<file path="config.mk">
export PLATFORM = sky130hd
export DESIGN_NAME = sr_reg_bank
export DESIGN_NICKNAME = d
export VERILOG_FILES = /design/src/rtl/sr_reg_bank.sv
export SDC_FILE = /design/constraint.sdc
export NUM_CORES = 1
export LEC_CHECK = 0
export ABC_AREA = 0
export CORE_MARGIN = 8
export CORE_UTILIZATION = 30
export CTS_CLUSTER_SIZE = 12
export DETAILED_ROUTE_END_ITERATION = 16
export GPL_ROUTABILITY_DRIVEN = 0
export HOLD_SLACK_MARGIN = 0.03
export SLEW_MARGIN = 20
export SYNTH_ARGS = -nofsm -noshare
export SYNTH_HDL_FRONTEND = slang
export SYNTH_SLANG_ARGS = --single-unit
</file>
<file path="constraint.sdc">
create_clock -name clk -period 1.7 [get_ports clk]
set_clock_uncertainty 0.2 [all_clocks]
set_input_delay 0.34 -clock clk [delete_from_list [all_inputs] [get_ports clk]]
set_output_delay 0.34 -clock clk [all_outputs]
set_load 0.02 [all_outputs]
</file>
<file path="src/rtl/sr_reg_bank.sv">
// sr_reg_bank: a bank of independent, registered SR channels.
// Each channel resolves its s/r pair once per enabled clock edge. Simultaneous
// s=r=1 is resolved by CONFLICT_MODE and is recorded in a sticky per-channel
// flag and a saturating cycle counter.
module sr_reg_bank #(
  parameter int               WIDTH         = 8,
  parameter int               CONFLICT_MODE = 0,
  parameter logic [WIDTH-1:0] RST_VAL       = {WIDTH{1'b0}},
  parameter int               CNT_W         = 8
) (
  input  logic             clk,
  input  logic             rst,
  input  logic             en,
  input  logic [WIDTH-1:0] s,
  input  logic [WIDTH-1:0] r,
  input  logic             clr_conflict,
  output logic [WIDTH-1:0] q,
  output logic [WIDTH-1:0] qbar,
  output logic [WIDTH-1:0] conflict,
  output logic [CNT_W-1:0] conflict_cnt
);

  // Illegal parameter values stop elaboration; there is no run-time fallback.
  generate
    if (CONFLICT_MODE < 0 || CONFLICT_MODE > 3) begin : g_bad_mode
      $error("sr_reg_bank: CONFLICT_MODE must be 0..3");
    end
    if (WIDTH < 1 || WIDTH > 32) begin : g_bad_width
      $error("sr_reg_bank: WIDTH must be 1..32");
    end
    if (CNT_W < 1) begin : g_bad_cntw
      $error("sr_reg_bank: CNT_W must be at least 1");
    end
  endgenerate

  // Next state of every channel from its current value and its s/r pair.
  function automatic logic [WIDTH-1:0] resolve(input logic [WIDTH-1:0] qc,
                                               input logic [WIDTH-1:0] s_i,
                                               input logic [WIDTH-1:0] r_i);
    logic [WIDTH-1:0] both;
    logic [WIDTH-1:0] conf_val;
    both = s_i & r_i;
    case (CONFLICT_MODE)
      0:       conf_val = qc;   // hold
      1:       conf_val = '1;   // set wins
      2:       conf_val = '0;   // reset wins
      default: conf_val = ~qc;  // toggle
    endcase
    return (qc & ~s_i & ~r_i) | (s_i & ~r_i) | (both & conf_val);
  endfunction

  // Counter increment that sticks at all-ones instead of wrapping.
  function automatic logic [CNT_W-1:0] sat_inc(input logic [CNT_W-1:0] c);
    if (&c) return c;
    return c + 1'b1;
  endfunction

  logic [WIDTH-1:0] q_p0;
  logic [WIDTH-1:0] conflict_p0;
  logic [CNT_W-1:0] cnt_p0;
  logic [WIDTH-1:0] both_now;

  assign both_now = s & r;

  // Stage p0: channel state, updated only on enabled edges.
  always_ff @(posedge clk or posedge rst) begin
    if (rst) begin
      q_p0 <= RST_VAL;
    end else if (en) begin
      q_p0 <= resolve(q_p0, s, r);
    end
  end

  // Conflict bookkeeping; the clear takes priority over any new conflict.
  always_ff @(posedge clk or posedge rst) begin
    if (rst) begin
      conflict_p0 <= '0;
      cnt_p0      <= '0;
    end else if (clr_conflict) begin
      conflict_p0 <= '0;
      cnt_p0      <= '0;
    end else if (en) begin
      conflict_p0 <= conflict_p0 | both_now;
      if (|both_now) cnt_p0 <= sat_inc(cnt_p0);
    end
  end

  assign q            = q_p0;
  assign qbar         = ~q_p0;
  assign conflict     = conflict_p0;
  assign conflict_cnt = cnt_p0;

endmodule

</file>
* After elaboration in Yosys (flattened, before gate mapping) *
Cells that the tools add are included.

storage, ports and cells
  bits in registers = 24
  latch bits = 0
  bits in writable memories = 0
  bits in read-only memories = 0
  input bits = 20
  output and inout bits = 32
  word-level logic and storage cells = 32
  memories = 0

operators by class
  add/subtract/negate cells = 1
  multipliers = 0
  div/mod/pow operators = 0
  magnitude comparators = 0
  eq/ne operators = 1
  shifts and indexed selects = 0
  multiplexer cells = 11
  bitwise logic cells = 11
  reduce and logical (&&, ||, !) cells = 5

operators by type and width
  cell                                          number
  two-way mux 8 bit                             7
  bitwise AND 8 bit                             5
  inverter 8 bit                                3
  OR 8 bit                                      3
  adder 8 x 1 -> 8 bit (second input constant)  1
  AND reduction 8 bit                           1
  OR reduction 8 bit                            1
  two-way mux 1 bit                             4
  nonzero test 2 bit                            2
  != test 3 bit (second input constant)         1
  AND reduction 3 bit                           1

* Depth between registers and ports, before layout *
  word-level depth = 9
  depth in mapped cells = 5
  gate-level depth less buffers = 5

* Worst setup path after synthesis *
Ideal clock, no wire load.

  kind = register to register
  from = reg cnt_p0[0], in the netlist conflict_cnt[0]
  to = reg cnt_p0[6], in the netlist conflict_cnt[6]
  setup time = 78 ps
  arrival = 1722 ps
  required time = 1422 ps
  path slack = -300 ps
  cell stages (with the launch flop) = 6
  path buffers = 0
  clock period less this slack = 2000 ps
  cells stage by stage = dfrtp_1 -> ha_1 -> nand3_2 -> or3b_4 -> or4_1 -> a21oi_1

between the ends
  longest elaborated chain between the ends = 7
  elaborated cells between the ends (all ways) = 12
  classes of those cells = add/sub: 1; eq/ne: 1; mux: 8; reduce/logical: 2

ends and longest elaborated chain
  element                                                                       RTL line  RTL
  start: declaration                                                            60        logic [CNT_W-1:0] cnt_p0;
  start signal: assignment                                                      84        if (|both_now) cnt_p0 <= sat_inc(cnt_p0);
  parallel branches: the longest is 7 deep, another holds adder 8 x 1 -> 8 bit  -

Parallel ways; which one is timed is not known. The select of a mux whose other input is x is not followed.
A chain may end at the register's enable or synchronous reset.

* Worst setup path after layout *
  from = reg cnt_p0[1], in the netlist conflict_cnt[1]
  to = reg cnt_p0[6], in the netlist conflict_cnt[6]

Same word-level chain as after synthesis.

==> qor.log <==
INFO  synthesis      synth.lib_cells_used.distinct=30
INFO  sta            period_needed=1.84ns
INFO  floorplan      die-height=78.3um
INFO  hold_path      hold_path.class=in2async
INFO  synthesis      number_of_synthesized_register_bits=24
INFO  synthesis      synth_cells=123
INFO  routing        drc=0
INFO  floorplan      die_w=78.3um
INFO  pwr            power.leakage=0.00103uW
INFO  sta            hold_viol_final=0
INFO  pwr            pwr-share-comb=26.8%
INFO  synthesis      synthTopCellsByArea=sky130_fd_sc_hd__dfrtp_1 52%, sky130_fd_sc_hd__o21ai_0 8.2%, sky130_fd_sc_hd__a21oi_1 5.2%
INFO  clocking       cts.reportedPaths.clkPinSlew=0.09ns
INFO  clocking       clockBufferDepth=2
INFO  job            max-cap-violations=0
INFO  layout         fraction_of_layout_instances_using_a_drive_strength_above_1=29.1%
INFO  routing        vias_per_cell=5.04
INFO  status         run_status=finished with violations
INFO  pwr            internal_power=985uW
INFO  clocking       cts-root-buf=sky130_fd_sc_hd__clkbuf_8
INFO  critical_path  timing.critical_path.from_type=register
INFO  pwr            power.total=1440uW
INFO  global_route   grt_start_max_net_pins=25
INFO  layout         fillerInstances=375
INFO  critical_path  largest_fanout_on_the_critical_path=3
INFO  floorplan      placeableCoreArea=0.00369sqmm
INFO  pwr            power_switching_share=31.5%
INFO  pwr            p_sw=453uW
INFO  sta            setup_ws=-0.139ns
INFO  global_route   grt_pass1_vias=1,441
INFO  status         failed_checks=setup timing
INFO  synthesis      seq_area_frac_synth=51.6%
INFO  sta            final_critical_path_share_of_the_clock_period=108%
INFO  clocking       post_cts_hold_buffer_count=0
INFO  layout         num_antenna_cells=0
INFO  placement      dp_cells=247
INFO  layout         num-nets-final=228
INFO  critical_path  worst_ep_required_time=1.71ns
INFO  floorplan      floorplan.initialDensity=31.5%
INFO  clocking       ctsHtreeMaxLevel=1
INFO  routing        wirelength=4.26mm
INFO  clocking       clock_insertion_delay_worst_skew=0.28ns
INFO  routing        post_drt_wl_per_cell=16.8um
INFO  routing        drt_pre_antenna_iters=4
INFO  synthesis      post-synth-top-area-cell=sky130_fd_sc_hd__dfrtp_1
INFO  critical_path  critPathArrivalTime=1.85ns
INFO  sta            grt_setup_unrepaired=true
INFO  routing        route.vias.total=1,279
INFO  clocking       numCtsBuffers=3
INFO  global_route   initial_antenna_violation_count=0
INFO  synthesis      mappedNetlistArea=0.00116sqmm
INFO  pwr            peakVddDrop=0.472mV
INFO  sta            timing.fmax=544MHz
INFO  synthesis      yosysWarnings=0
INFO  sta            final-setup-viol-count=3
INFO  sta            slew_headroom=71.9%
INFO  sta            actual_slew_at_the_worst_max_slew_pin=0.420ns
INFO  pwr            p_per_area=699mW/mm^2
INFO  synthesis      post_synth.cell_area_avg=9.46squm
INFO  critical_path  crit_type=reg2reg
INFO  floorplan      num_io_pins=52
INFO  synthesis      syn-num-nets=144
INFO  critical_path  worstSetupEndpointType=register
INFO  critical_path  r2r_setup_slack=-0.14ns
INFO  sta            report.final.slew_viol_count=0
INFO  global_route   grt.overflow.total=0
INFO  placement      port-buffer-count=51
INFO  global_route   grtUsageTotal=13.4%
INFO  routing        drt_iter0_drc=61
INFO  clocking       tritoncts=built
INFO  pwr            pwr-share-seq=44.8%
INFO  layout         layout-area-overhead-vs-synth=76.9%
INFO  sta            whs=0.199ns
INFO  routing        remaining_number_of_nets_flagged_by_the_antenna_check_after_routing=0
INFO  synthesis      post-synth-top-area-fraction=51.6%
INFO  pwr            clockPowerShare=28.4%
INFO  floorplan      core.rowCount=22
INFO  placement      dpl.hpwl=3.05mm
INFO  layout         final-instance-count-excl-fill=254
INFO  floorplan      floorplan.die_area=0.00613sqmm
INFO  clocking       clock_sink_count=24
INFO  global_route   wire_length_of_the_first_global_routing_pass=6.68mm
## placed cells by master (no fill, tap or decap), types with 3 or more instances in the layout
cell	count
sky130_fd_sc_hd__a22oi_2	3
sky130_fd_sc_hd__dlymetal6s2s_1	3
sky130_fd_sc_hd__dlygate4sd2_1	41
sky130_fd_sc_hd__dfrtp_1	22
sky130_fd_sc_hd__buf_4	30
sky130_fd_sc_hd__a21oi_1	10
sky130_fd_sc_hd__clkdlybuf4s50_1	3
sky130_fd_sc_hd__clkbuf_8	4
sky130_fd_sc_hd__inv_1	9
sky130_fd_sc_hd__nor2_1	11
sky130_fd_sc_hd__a31oi_1	8
sky130_fd_sc_hd__o21ai_0	18
## cell usage after synthesis
cell type	n
sky130_fd_sc_hd__o31ai_1	2
sky130_fd_sc_hd__a22oi_1	4
sky130_fd_sc_hd__buf_1	2
sky130_fd_sc_hd__or3_1	2
sky130_fd_sc_hd__nor2_1	11
sky130_fd_sc_hd__mux2i_1	1
sky130_fd_sc_hd__o21ba_2	1
sky130_fd_sc_hd__buf_2	1
sky130_fd_sc_hd__inv_2	1
sky130_fd_sc_hd__and3_1	1
sky130_fd_sc_hd__nor3_1	2
sky130_fd_sc_hd__inv_1	9
sky130_fd_sc_hd__or4_1	2
sky130_fd_sc_hd__dfrtp_1	24
sky130_fd_sc_hd__nand4_1	1
sky130_fd_sc_hd__nand3_1	2
sky130_fd_sc_hd__or3b_4	1
sky130_fd_sc_hd__nor3_2	1
sky130_fd_sc_hd__a21oi_1	12
sky130_fd_sc_hd__a31oi_1	8
sky130_fd_sc_hd__and4_1	3
sky130_fd_sc_hd__o21ai_0	19
sky130_fd_sc_hd__nand2_1	2
sky130_fd_sc_hd__nor4b_1	1
sky130_fd_sc_hd__ha_1	1
sky130_fd_sc_hd__nand3_2	1
sky130_fd_sc_hd__clkbuf_1	2
sky130_fd_sc_hd__nand2b_1	2
sky130_fd_sc_hd__mux2_2	2
sky130_fd_sc_hd__nor2b_1	2
## final cells by class
cell class,count,area (sq um),area share [%]
multi-input cells,85,592,28.8
clock buffers,4,55.1,2.67
inverters,10,37.5,1.82
repair buffers,83,711,34.5
well taps,48,60.1,2.92
flip-flops and latches,24,603,29.3
## cells by family after synthesis
| logic type | count (synthesis) | share of synthesized area (%) |
|---|---|---|
| flops | 24 | 51.6 |
| buf+inv | 15 | 4.95 |
| compound gates | 46 | 22.4 |
| simple gates | 34 | 17.2 |
| mux | 3 | 2.80 |
| fa+ha+maj | 1 | 1.08 |
## critical path, cell delays in order, from the launching register on
cell and delay (ns):
sky130_fd_sc_hd__dfrtp_2 0.40, sky130_fd_sc_hd__ha_4 0.15, sky130_fd_sc_hd__nand3_4 0.08, sky130_fd_sc_hd__or3b_4 0.40
sky130_fd_sc_hd__or4_4 0.42, sky130_fd_sc_hd__a21oi_2 0.13
## state kept, by name (all words and copies together), names as in the netlist
register	cells
conflict	8
q	8
conflict_cnt	8
## through the flow
stage	TNS, ns	utilization (%)	instance area [sq um]	setup slack [ns]
floorplan	-0.223	-	1180	-0.159
global placement	-3.40	53.0	1950	-0.496
detailed placement	-4.07	53.0	1950	-0.588
CTS	-0.327	54.1	2000	-0.126
global route	-0.566	55.8	2060	-0.197
finish	-0.338	55.8	2060	-0.139
## power groups by stage
stage	Sequential, uW	Clock [uW]	Combinational, uW
after floorplan	698	0	122
after global placement	652	0	415
after detailed placement	655	0	424
after CTS	644	409	384
after global routing	650	428	416
final	644	409	385
## final timing paths
check | startpoint | end | cells after the start
max | conflict_cnt[1] | conflict_cnt[6] | 5
min | rst | q[1] | 3
max reg2reg | conflict_cnt[1] | conflict_cnt[6] | 5
min reg2reg | conflict[0] | conflict[0] | 2
max in group asynchronous | rst | conflict_cnt[0] | 3
min in group clk | r[6] | q[6] | 3
## routing by layer
| layer | track usage, % | vias to the layer above | wire length [um] |
|---|---|---|---|
| li1 | - | 613 | - |
| met3 | 6.15 | 5 | 380 |
| met1 | 14.5 | 617 | 1800 |
| met2 | 22.3 | 44 | 2020 |
| met5 | 0 | - | 0 |
| met4 | 5.37 | 0 | 60 |
## timing repair
action	CTS	global route
endpoints found under the setup margin	40	11
cloned	1	0
pin swaps	3	2
buffers inserted	0	2
resized for setup	55	16
Note: power is estimated with default switching activity, not from simulation.
